## config.mk

```make
export PLATFORM = sky130hd
export DESIGN_NAME = display
export DESIGN_NICKNAME = d
export VERILOG_FILES = /design/src/rtl/display.sv
export SDC_FILE = /design/constraint.sdc
export NUM_CORES = 1
export LEC_CHECK = 0
export ABC_AREA = 1
export CORE_ASPECT_RATIO = 2
export CORE_MARGIN = 2
export CORE_UTILIZATION = 48
export DETAILED_ROUTE_END_ITERATION = 8
export GPL_TIMING_DRIVEN = 1
export PLACE_DENSITY = 0.8
export SETUP_SLACK_MARGIN = 0.1
export SLEW_MARGIN = 20
export SYNTH_ARGS = -nofsm -noshare
export SYNTH_HDL_FRONTEND = slang
export SYNTH_SLANG_ARGS = --single-unit
```

## constraint.sdc

```tcl
create_clock -name clk -period 2.8 [get_ports clk]
set_input_delay 0.84 -clock clk [delete_from_list [all_inputs] [get_ports clk]]
set_output_delay 0.84 -clock clk [all_outputs]
set_load 0.005 [all_outputs]
```

## src/rtl/display.sv

```systemverilog
// Eight-digit multiplexed hex seven-segment driver (common anode, active-low lines).
// Define DISPLAY_LEADING_ZERO_BLANK_EN to darken leading-zero digits above digit 0.
module display #(
    parameter int CLK_DIV = 50_000
) (
    input  logic        clk,
    input  logic        reset,
    input  logic        reset_2,
    input  logic [31:0] number,
    input  logic [7:0]  AN_ON,
    output logic [7:0]  AN,
    output logic [6:0]  sevenSeg
);

    localparam int CW = (CLK_DIV > 1) ? $clog2(CLK_DIV) : 1;
    localparam logic [CW-1:0] LAST = CW'(CLK_DIV - 1);

    logic [CW-1:0] cnt, cnt_nxt;
    logic [2:0]    idx, idx_nxt;
    logic          run;
    logic [3:0]    nib;
    logic [6:0]    seg_dec;
    logic          lit;

    // run is low on the first edge after a restart so digit 0 gets a full CLK_DIV slot
    always_comb begin
        cnt_nxt = cnt;
        idx_nxt = idx;
        if (!run) begin
            cnt_nxt = '0;
        end else if (cnt == LAST) begin
            cnt_nxt = '0;
            idx_nxt = idx + 3'd1;
        end else begin
            cnt_nxt = cnt + CW'(1);
        end

        nib = number[{idx_nxt, 2'b00} +: 4];
        lit = AN_ON[idx_nxt];
`ifdef DISPLAY_LEADING_ZERO_BLANK_EN
        if ((idx_nxt != 3'd0) && ((number >> {idx_nxt, 2'b00}) == 32'd0))
            lit = 1'b0;
`endif

        case (nib)
            4'h0: seg_dec = 7'h40;
            4'h1: seg_dec = 7'h79;
            4'h2: seg_dec = 7'h24;
            4'h3: seg_dec = 7'h30;
            4'h4: seg_dec = 7'h19;
            4'h5: seg_dec = 7'h12;
            4'h6: seg_dec = 7'h02;
            4'h7: seg_dec = 7'h78;
            4'h8: seg_dec = 7'h00;
            4'h9: seg_dec = 7'h10;
            4'hA: seg_dec = 7'h08;
            4'hB: seg_dec = 7'h03;
            4'hC: seg_dec = 7'h46;
            4'hD: seg_dec = 7'h21;
            4'hE: seg_dec = 7'h06;
            default: seg_dec = 7'h0E;
        endcase
    end

    always_ff @(posedge clk or negedge reset) begin
        if (!reset) begin
            cnt      <= '0;
            idx      <= 3'd0;
            run      <= 1'b0;
            AN       <= 8'hFF;
            sevenSeg <= 7'h7F;
        end else if (reset_2) begin
            cnt      <= '0;
            idx      <= 3'd0;
            run      <= 1'b0;
            AN       <= 8'hFF;
            sevenSeg <= 7'h7F;
        end else begin
            cnt      <= cnt_nxt;
            idx      <= idx_nxt;
            run      <= 1'b1;
            AN       <= lit ? ~(8'h01 << idx_nxt) : 8'hFF;
            sevenSeg <= lit ? seg_dec : 7'h7F;
        end
    end

endmodule

```

== Word-level counts from Yosys, hierarchy flattened ==
Memories as Yosys holds them, arrays and structs flattened.
Cells that the tools add are included.
Storage, ports and cells
  flip-flop bits (word level): 35
  logic and storage cells: 26
  memories kept: 1
  memory bits (read-only): 112
  output and inout bits: 15
  input port bits: 43
Cells by class
  equal/unequal tests: 1
  bitwise logic cells: 1
  mux-type cells: 13
  magnitude comparators: 1
  $add $sub $neg: 2
  shift-type cells: 2
Memories
  (name not given): depth 16, bits a word 7, read ports 1, clocked after Yosys merged registers in 0, write ports 0, line 45  | case (nib)
Operator list (count)
  $mux 16: 3
  $shiftx 32x6->4: 1
  $add 16x1->16 const B: 1
  $eq 16x16->1 const B: 1
  $mux 8: 2
  $mux 7: 2
  $mux 3: 3
  $not 8->8: 1
  $shl 1x3->8 const A: 1
  $lt 3x4->1 const B: 1
  $add 3x1->3 const B: 1
  $bmux 1 s3: 1
  $mux 1: 2

== Depth between registers and ports, before layout ==
Gate-level depths: netlist of the first run.
  word-level depth: 7
  mapped depth: 19
  depth with buffers taken out: 18

== Worst setup path after synthesis of the first run ==
Ideal clock, no wire load.
  path type: reg-to-reg
  start: register cnt[0]
  end: register sevenSeg[0]
  slack: 478 ps
  period minus slack after synthesis: 2322 ps
  data arrival time: 2239 ps
  cell stages (with the launch flop): 15
  library setup time: 83 ps
  path buffers: 1
  required time: 2717 ps
  cell sequence: dfrtp_1 > ha_1 > nand3_4 > nor2_4 > nand4_1 > xor2_1 > buf_2 > nand3_1 > nand2_1 > inv_1 > ha_1 > inv_1 > nand3_1 > nand3_1 > nand3_1
Between the ends
  cells in the longest elaborated chain, start to end: 7
  elaborated cells between the ends (all ways): 9
  those cells by class: eq/ne: 1; shift: 1; mux: 6; memory: 1
RTL lines
  start: declaration: line 18  | logic [CW-1:0] cnt, cnt_nxt;
  start signal: assignment: line 79  | cnt <= cnt_nxt;
  $eq 16x16->1 *: line 31  | end else if (cnt == LAST) begin
  $mux 3 *: line 31
  $mux 3 *: line 29  | if (!run) begin
  $shiftx 32x6->4 / $bmux 1 s3 (equally long branches): line 38, 39
  $mem_v2 16x7 / $mux 1 (equally long branches)
  $mux 7 *: line 83  | sevenSeg <= lit ? seg_dec : 7'h7F;
  $mux 7 *: line 72  | end else if (reset_2) begin
  end signal: assignment: line 83
  end: declaration: line 12  | output logic [6:0] sevenSeg
Mark *: on every way between the ends. The rest lies on a longest branch, timed or not. The select of a mux whose other input is x is not followed.

== Worst setup path in the final report of the first run ==
  start: register cnt[14]
  end: register sevenSeg[0]
The elaborated chain is that of the path after synthesis.

==> run_results.csv, run 1 <==
group,metric,value,unit
yosys,ys_warn_count,0,
pwr,p_sw,250,uW
cells_and_area,seqCellArea,895,um2
route,drt-initial-drc-count,33,
timing,fin_setup_tns,0,ns
pwr,seq_power_share,0.481,
placement,hpwl,4290,um
yosys,syn_nets,380,
cells_and_area,syn2layout_area_growth,31.8,%
yosys,synth_top_area_share,0.212,
critical_path,path_class,"reg2reg",
global_routing,grt_usage,0.221,
global_routing,grt_pass1_vias,2323,
critical_path,worstReg2RegEnd,"sevenSeg[0]",
clock_tree,cts_root_buf,"clkbuf_8",
critical_path,crit_arrival,2.71,ns
floorplan,ios,58,
outcome,run_status,"finished, final reports clean",
pwr,intPower,839,uW
floorplan,coreArea,4820,um2
yosys,synth_most_common_cell,"nand2_1",
floorplan,dieArea,5540,um2
route,drc,0,
timing,worst_slack,0.292,ns
yosys,synthDistinctLibCells,31,
floorplan,die_x,53.6,um
critical_path,worstReg2RegStart,"cnt[14]",
job,drv_cap,0,
timing,rsz0062_at_grt,"true",
cells_and_area,fillers,419,
clock_tree,clk-insertion-delay-late,0.28,ns
route,first_pass_iters,4,
route,wl_per_cell,11.9,um
timing,drv_slew,0,
floorplan,initial_core_util,0.490,
yosys,yosysTopAreaCell,"dfrtp_1",
yosys,synth_edf_count,0,
timing,max_clock_freq,399,MHz
cells_and_area,drive_gt1_frac,0.146,
cells_and_area,fin_nets,441,
timing,fin_skew,0.00419,ns
placement,dp_slack,0.144,ns
yosys,synth_common_cells,"nand2_1, inv_1, nor2_1, nand3_1, dfrtp_1",
route,routed_wl,5330,um
critical_path,rrSetupSlack,0.29,ns
route,dr_total_vias,2265,
global_routing,grt_start_max_net_pins,36,
timing,hold_viol,0,
global_routing,grt_pass1_wl,9170,um
clock_tree,clkSinkCount,35,
global_routing,grt_antenna_before_repair,0,
critical_path,crit_fanout,26,
timing,period_needed,2.51,ns
floorplan,rows,36,
critical_path,start_kind,"flip-flop",
timing,slew-limit-headroom,0.721,
cells_and_area,diodes,0,
hold_path,min_path_type,"reg2reg",
placement,port_buffers,57,
timing,setup_viol,0,
floorplan,fp.dieH,103,um
pwr,power.density,350,nW/um2
yosys,synth_top_cells_by_area,"dfrtp_1, nand2_1, dfstp_2",
global_routing,overflow,0,
clock_tree,cts_tree,"built",
placement,gp_congestion,0.904,
clock_tree,cts_hold_buf,0,
yosys,synthArstFlopShare,1.00,
critical_path,cp-endpoint,"sevenSeg[0]",
critical_path,crit_path_end_kind,"flip-flop",
timing,worstMarginPinSlew,0.418,ns
yosys,ys.flop_type,"dfrtp_1",
yosys,synth_area_per_cell,7.18,um2
clock_tree,clkSlewWorstSetupHoldPaths,0.07,ns
pwr,p_leak,0.00144,uW
route,viasPerCell,5.06,
yosys,seq_area_frac_synth,0.379,
pwr,power_frac_comb,0.157,
route,ant_nets,0,
critical_path,reg2reg_depth,18,
pwr,switching_share,0.230,
clock_tree,cts_buffers,5,
critical_path,worstSetupStartpoint,"cnt[14]",
clock_tree,h-tree-depth,2,
cells_and_area,multiInputGateArea,1280,um2
timing,finalCritPeriodShare,0.896,
pwr,ir_drop,0.000278,V
pwr,power_frac_clock,0.363,
yosys,syn_area,2360,um2
clock_tree,cts_buffer_depth,2,
yosys,synth_seq_cells,35,
critical_path,cp_data_required_time,3.01,ns
yosys,syn_inst,329,
[power groups by stage]
stage | clock [uW] | combinational (uW) | sequential (uW)
2_1_floorplan | 0 | 71.3 | 533
3_3_place_gp | 0 | 168 | 532
3_5_place_dp | 0 | 168 | 533
4_1_cts | 400 | 169 | 524
5_1_grt | 427 | 193 | 525
6_report | 395 | 171 | 524
[layout make-up]
| class | instances | area share |
|---|---|---|
| multi-input cells | 244 | 0.411 |
| flip-flops and latches | 35 | 0.287 |
| repair buffers | 63 | 0.198 |
| inverters | 41 | 0.0494 |
| clock buffers | 8 | 0.0321 |
| well taps | 57 | 0.0229 |
[worst min-delay path by stage]
stage                start      to  depth (start not counted)
CTS                 cnt[0]  cnt[0]                          1
detailed placement  cnt[0]  cnt[0]                          1
finish              cnt[0]  cnt[0]                          1
global placement    cnt[0]  cnt[0]                          1
global route        cnt[0]  cnt[0]                          1
floorplan           cnt[0]  cnt[0]                          1
[sequential cells by signal, summed over array words and instances, names as in the netlist]
register  count
AN            8
idx           3
sevenSeg      7
cnt          16
run           1
[worst max-delay path, cell delays in order (launching register included)]
cell and delay, ns:
dfrtp_1 0.44, nand2_1 0.08, inv_1 0.05, nand2_1 0.10
nor2_4 0.18, nand3_2 0.14, nand2_4 0.13, nand2_8 0.13
nand2_1 0.10, nand2_1 0.06, nand2_1 0.06, nand3_1 0.09
nand2_2 0.11, inv_1 0.08, ha_1 0.19, inv_1 0.12
nand3_1 0.15, nand3_1 0.12, nand3_1 0.09
[cell families (layout without fill, tap and decap cells)]
group | after synthesis | count (layout) | share of synthesized area
AND/OR/NAND/NOR | 215 | 215 | 0.422
buffers and inverters | 50 | 112 | 0.0948
flip-flops | 35 | 35 | 0.379
AO/OA/AOI/OAI | 17 | 17 | 0.0471
adder cells (fa/ha/maj) | 8 | 8 | 0.0424
XOR/XNOR | 4 | 4 | 0.0148
[layout by cell type, fill, tap and decap left out, types with 2 or more instances in the layout]
cell / instances
clkdlybuf4s50_1: 57
a31oi_1: 2
nor2_4: 3
xnor2_1: 2
nand3_2: 4
nand2_2: 7
nor3_1: 6
o21a_1: 2
nor3b_1: 5
nor2_1: 35
dfstp_2: 15
inv_1: 37
nand3b_1: 2
nand2_4: 3
clkbuf_8: 7
xor2_1: 2
a21oi_1: 4
nand3_1: 30
nand2_1: 110
inv_2: 4
dfrtp_1: 20
buf_4: 6
o21ai_1: 4
a221oi_1: 2
o21ai_2: 2
nand4_1: 5
ha_1: 7
[per-layer routing]
layer | part of all wire | track usage | up-vias
met4 | 0.040 | 0.126 | 0
met5 | 0 | 0 | -
met3 | 0.032 | 0.0287 | 17
li1 | - | - | 1154
met1 | 0.34 | 0.191 | 1033
met2 | 0.58 | 0.445 | 61
[metrics by stage]
step                area [um2]  cells  hold WS [ns]  total power (uW)   util
global placement          2970    438         0.437               701  0.615
CTS                       3070    446         0.464              1090  0.636
detailed placement        2970    438         0.455               701  0.615
finish                    3110    448         0.468              1090  0.646
global route              3110    448         0.495              1140  0.646
floorplan                 2360    329         0.425               605      -
[repair_timing]
item / in CTS / in global routing
setup buffers: 0 / 2
setup endpoints to repair: 0 / 7
resized for setup: 0 / 7
Note: power is estimated with default switching activity, not from simulation.
==> inputs of run 2 (changes only) <==
--- a/config.mk
+++ b/config.mk
@@ -13,7 +13,6 @@
 export GPL_TIMING_DRIVEN = 1
 export PLACE_DENSITY = 0.8
 export SETUP_SLACK_MARGIN = 0.1
-export SLEW_MARGIN = 20
 export SYNTH_ARGS = -nofsm -noshare
 export SYNTH_HDL_FRONTEND = slang
 export SYNTH_SLANG_ARGS = --single-unit
==> results of run 2 <==
The final DEF is identical to that of run 1; final timing and power are the same.
==> inputs of run 3 (changes only) <==
--- a/config.mk
+++ b/config.mk
@@ -6,12 +6,14 @@
 export NUM_CORES = 1
 export LEC_CHECK = 0
 export ABC_AREA = 1
+export CELL_PAD_IN_SITES_DETAIL_PLACEMENT = 0
+export CELL_PAD_IN_SITES_GLOBAL_PLACEMENT = 1
 export CORE_ASPECT_RATIO = 2
 export CORE_MARGIN = 2
-export CORE_UTILIZATION = 48
+export CORE_UTILIZATION = 35
 export DETAILED_ROUTE_END_ITERATION = 8
 export GPL_TIMING_DRIVEN = 1
-export PLACE_DENSITY = 0.8
+export PLACE_DENSITY = 0.82
 export SETUP_SLACK_MARGIN = 0.1
 export SYNTH_ARGS = -nofsm -noshare
 export SYNTH_HDL_FRONTEND = slang
==> run 3 against run 2 <==
Compared with the run above:
- combinational power about the same
- clock skew down 0.0025 ns
- non-clock buffer count up 7
- highest routed layer unchanged
==> run_results.csv, run 3 (same netlist as run 1, synthesis figures left out) <==
group,metric,value,unit
outcome,run_status,"finished, final reports clean",
cells_and_area,fin_nets,448,
cells_and_area,largest_reg_flops,16,
pwr,ir_drop,0.000207,V
cells_and_area,multiInputGateArea,1320,um2
critical_path,rrSetupSlack,0.30,ns
route,routed_wl,5770,um
critical_path,critPathTopFamily,"simple AND/OR/NAND/NOR gates",
timing,period_needed,2.50,ns
critical_path,worstReg2RegStart,"cnt[0]",
route,viasPerCell,4.67,
cells_and_area,fillers,670,
floorplan,die_x,62.1,um
clock_tree,h-tree-depth,2,
route,dr_total_vias,2269,
cells_and_area,syn2layout_area_growth,40.9,%
critical_path,crit_top_cell,"nand3_1",
cells_and_area,regMostFlops,"cnt",
timing,max_clock_freq,400,MHz
global_routing,grt_usage,0.167,
clock_tree,cts_buffers,5,
clock_tree,clkSinkCount,35,
clock_tree,cts_tree,"built",
placement,gp_congestion,0.774,
critical_path,slowest_stage,"dfrtp_1",
critical_path,crit_arrival,2.70,ns
hold_path,hold_start,"cnt[0]",
critical_path,crit_fanout,7,
floorplan,rows,42,
route,first_pass_iters,4,
job,drv_cap,0,
route,wl_per_cell,11.9,um
global_routing,grt_antenna_before_repair,0,
timing,slew-limit-headroom,0.718,
critical_path,critPathBufInv,2,
placement,port_buffers,57,
placement,hpwl,4780,um
cells_and_area,diodes,0,
cells_and_area,seqCellArea,895,um2
cells_and_area,final_common_cell,"nand2_1",
cells_and_area,drive_gt1_frac,0.168,
global_routing,grt_pass1_wl,9930,um
timing,fin_skew,0.00164,ns
clock_tree,cts_buffer_depth,2,
pwr,p_leak,0.00153,uW
critical_path,cp_data_required_time,3.00,ns
cells_and_area,top_regs,"cnt (16), AN (8), sevenSeg (7)",
global_routing,overflow,0,
timing,setup_viol,0,
critical_path,crit_path_end_kind,"flip-flop",
route,drc,0,
hold_path,whs_endpoint,"cnt[0]",
critical_path,reg2reg_depth,13,
clock_tree,cts_hold_buf,0,
global_routing,grt_start_max_net_pins,36,
route,drt-initial-drc-count,81,
critical_path,worstReg2RegEnd,"sevenSeg[0]",
hold_path,min_path_type,"reg2reg",
timing,rsz0062_at_grt,"true",
floorplan,dieArea,7470,um2
floorplan,initial_core_util,0.360,
timing,worstMarginPinSlew,0.423,ns
clock_tree,clk-insertion-delay-late,0.28,ns
critical_path,cp_cell_sequence,"ha_2 -> nand3_4 -> nor2_4 -> nand4_1 -> xor2_1 -> inv_2 -> nand3_1 -> o21ai_4 -> ha_1 -> inv_1 -> nand3_1 -> nand3_1 -> nand3_1",
floorplan,ios,58,
floorplan,coreArea,6570,um2
critical_path,start_kind,"flip-flop",
clock_tree,clkSlewWorstSetupHoldPaths,0.05,ns
timing,drv_slew,0,
timing,hold_viol,0,
timing,fin_setup_tns,0,ns
global_routing,grt_pass1_vias,2360,
timing,finalCritPeriodShare,0.892,
pwr,power.density,422,nW/um2
floorplan,fp.dieH,120,um
route,ant_nets,0,
critical_path,cpPeakStageDelay,0.37,ns
cells_and_area,layout_common_cells,"nand2_1, clkdlybuf4s50_1, inv_1",
hold_path,min_path_cells,1,
clock_tree,cts_root_buf,"clkbuf_16",
critical_path,path_class,"reg2reg",
cells_and_area,fin_util,0.507,
run 3: cell count changes in the layout (fill, tap and decap cells not counted), moves of 2 or more:
cell,delta
buf_4,+7
bufinv_16,+2
clkbuf_16,+5
clkbuf_8,-7
nor2_1,-2
nor2_2,+2
run 3: what timing repair did:
item / CTS / global route
setup endpoints to repair: 0 / 7
gates resized for setup: 0 / 14
buffers inserted: 0 / 6
run 3: report_power, final:
group / total, uW / internal, uW / switching, uW
registers: 525 / 521 / 4.57
clock network: 709 / 510 / 199
logic: 172 / 95.9 / 76.5
run 3: how the worst max path moves through the flow:
stage / start / to / slack [ns] / depth (start not counted)
global placement: cnt[0] / sevenSeg[3] / 0.20 / 17
floorplan: cnt[0] / sevenSeg[0] / 0.48 / 14
global route: cnt[11] / sevenSeg[0] / 0.09 / 17
detailed placement: cnt[0] / sevenSeg[0] / 0.15 / 17
finish: cnt[0] / sevenSeg[0] / 0.30 / 13
CTS: cnt[0] / sevenSeg[0] / 0.14 / 17
run 3: worst reg2reg max path, cell delays in order (launching register included):
cell and delay, ns:
dfrtp_1 0.37, ha_2 0.22, nand3_4 0.12, nor2_4 0.19
nand4_1 0.15, xor2_1 0.33, inv_2 0.16, nand3_1 0.16
o21ai_4 0.10, ha_1 0.23, inv_1 0.12, nand3_1 0.11
nand3_1 0.10, nand3_1 0.08
run 3: area by class of cell:
class | instances | share of cell area
Tap cell | 88 | 0.0331
Clock inverter | 2 | 0.0180
Timing Repair Buffer | 70 | 0.201
Multi-Input combinational cell | 244 | 0.395
Inverter | 41 | 0.0462
Sequential cell | 35 | 0.269
Clock buffer | 6 | 0.0387
run 3: stage by stage:
step	hold WS [ns]	total power, uW	cell area [um2]	cells	worst slack, ns
floorplan	0.425	605	2360	329	0.478
global placement	0.434	703	3030	472	0.197
detailed placement	0.454	704	3030	472	0.150
CTS	0.461	1420	3220	480	0.142
global route	0.491	1470	3330	486	0.0861
finish	0.464	1410	3330	486	0.303
run 3: layer usage:
metal  share of wire  GRT usage  routed length, um
met1            0.34      0.147               1980
met2            0.60      0.346               3460
met3           0.020     0.0112                115
met4           0.037      0.115                216
met5               0          0                  0
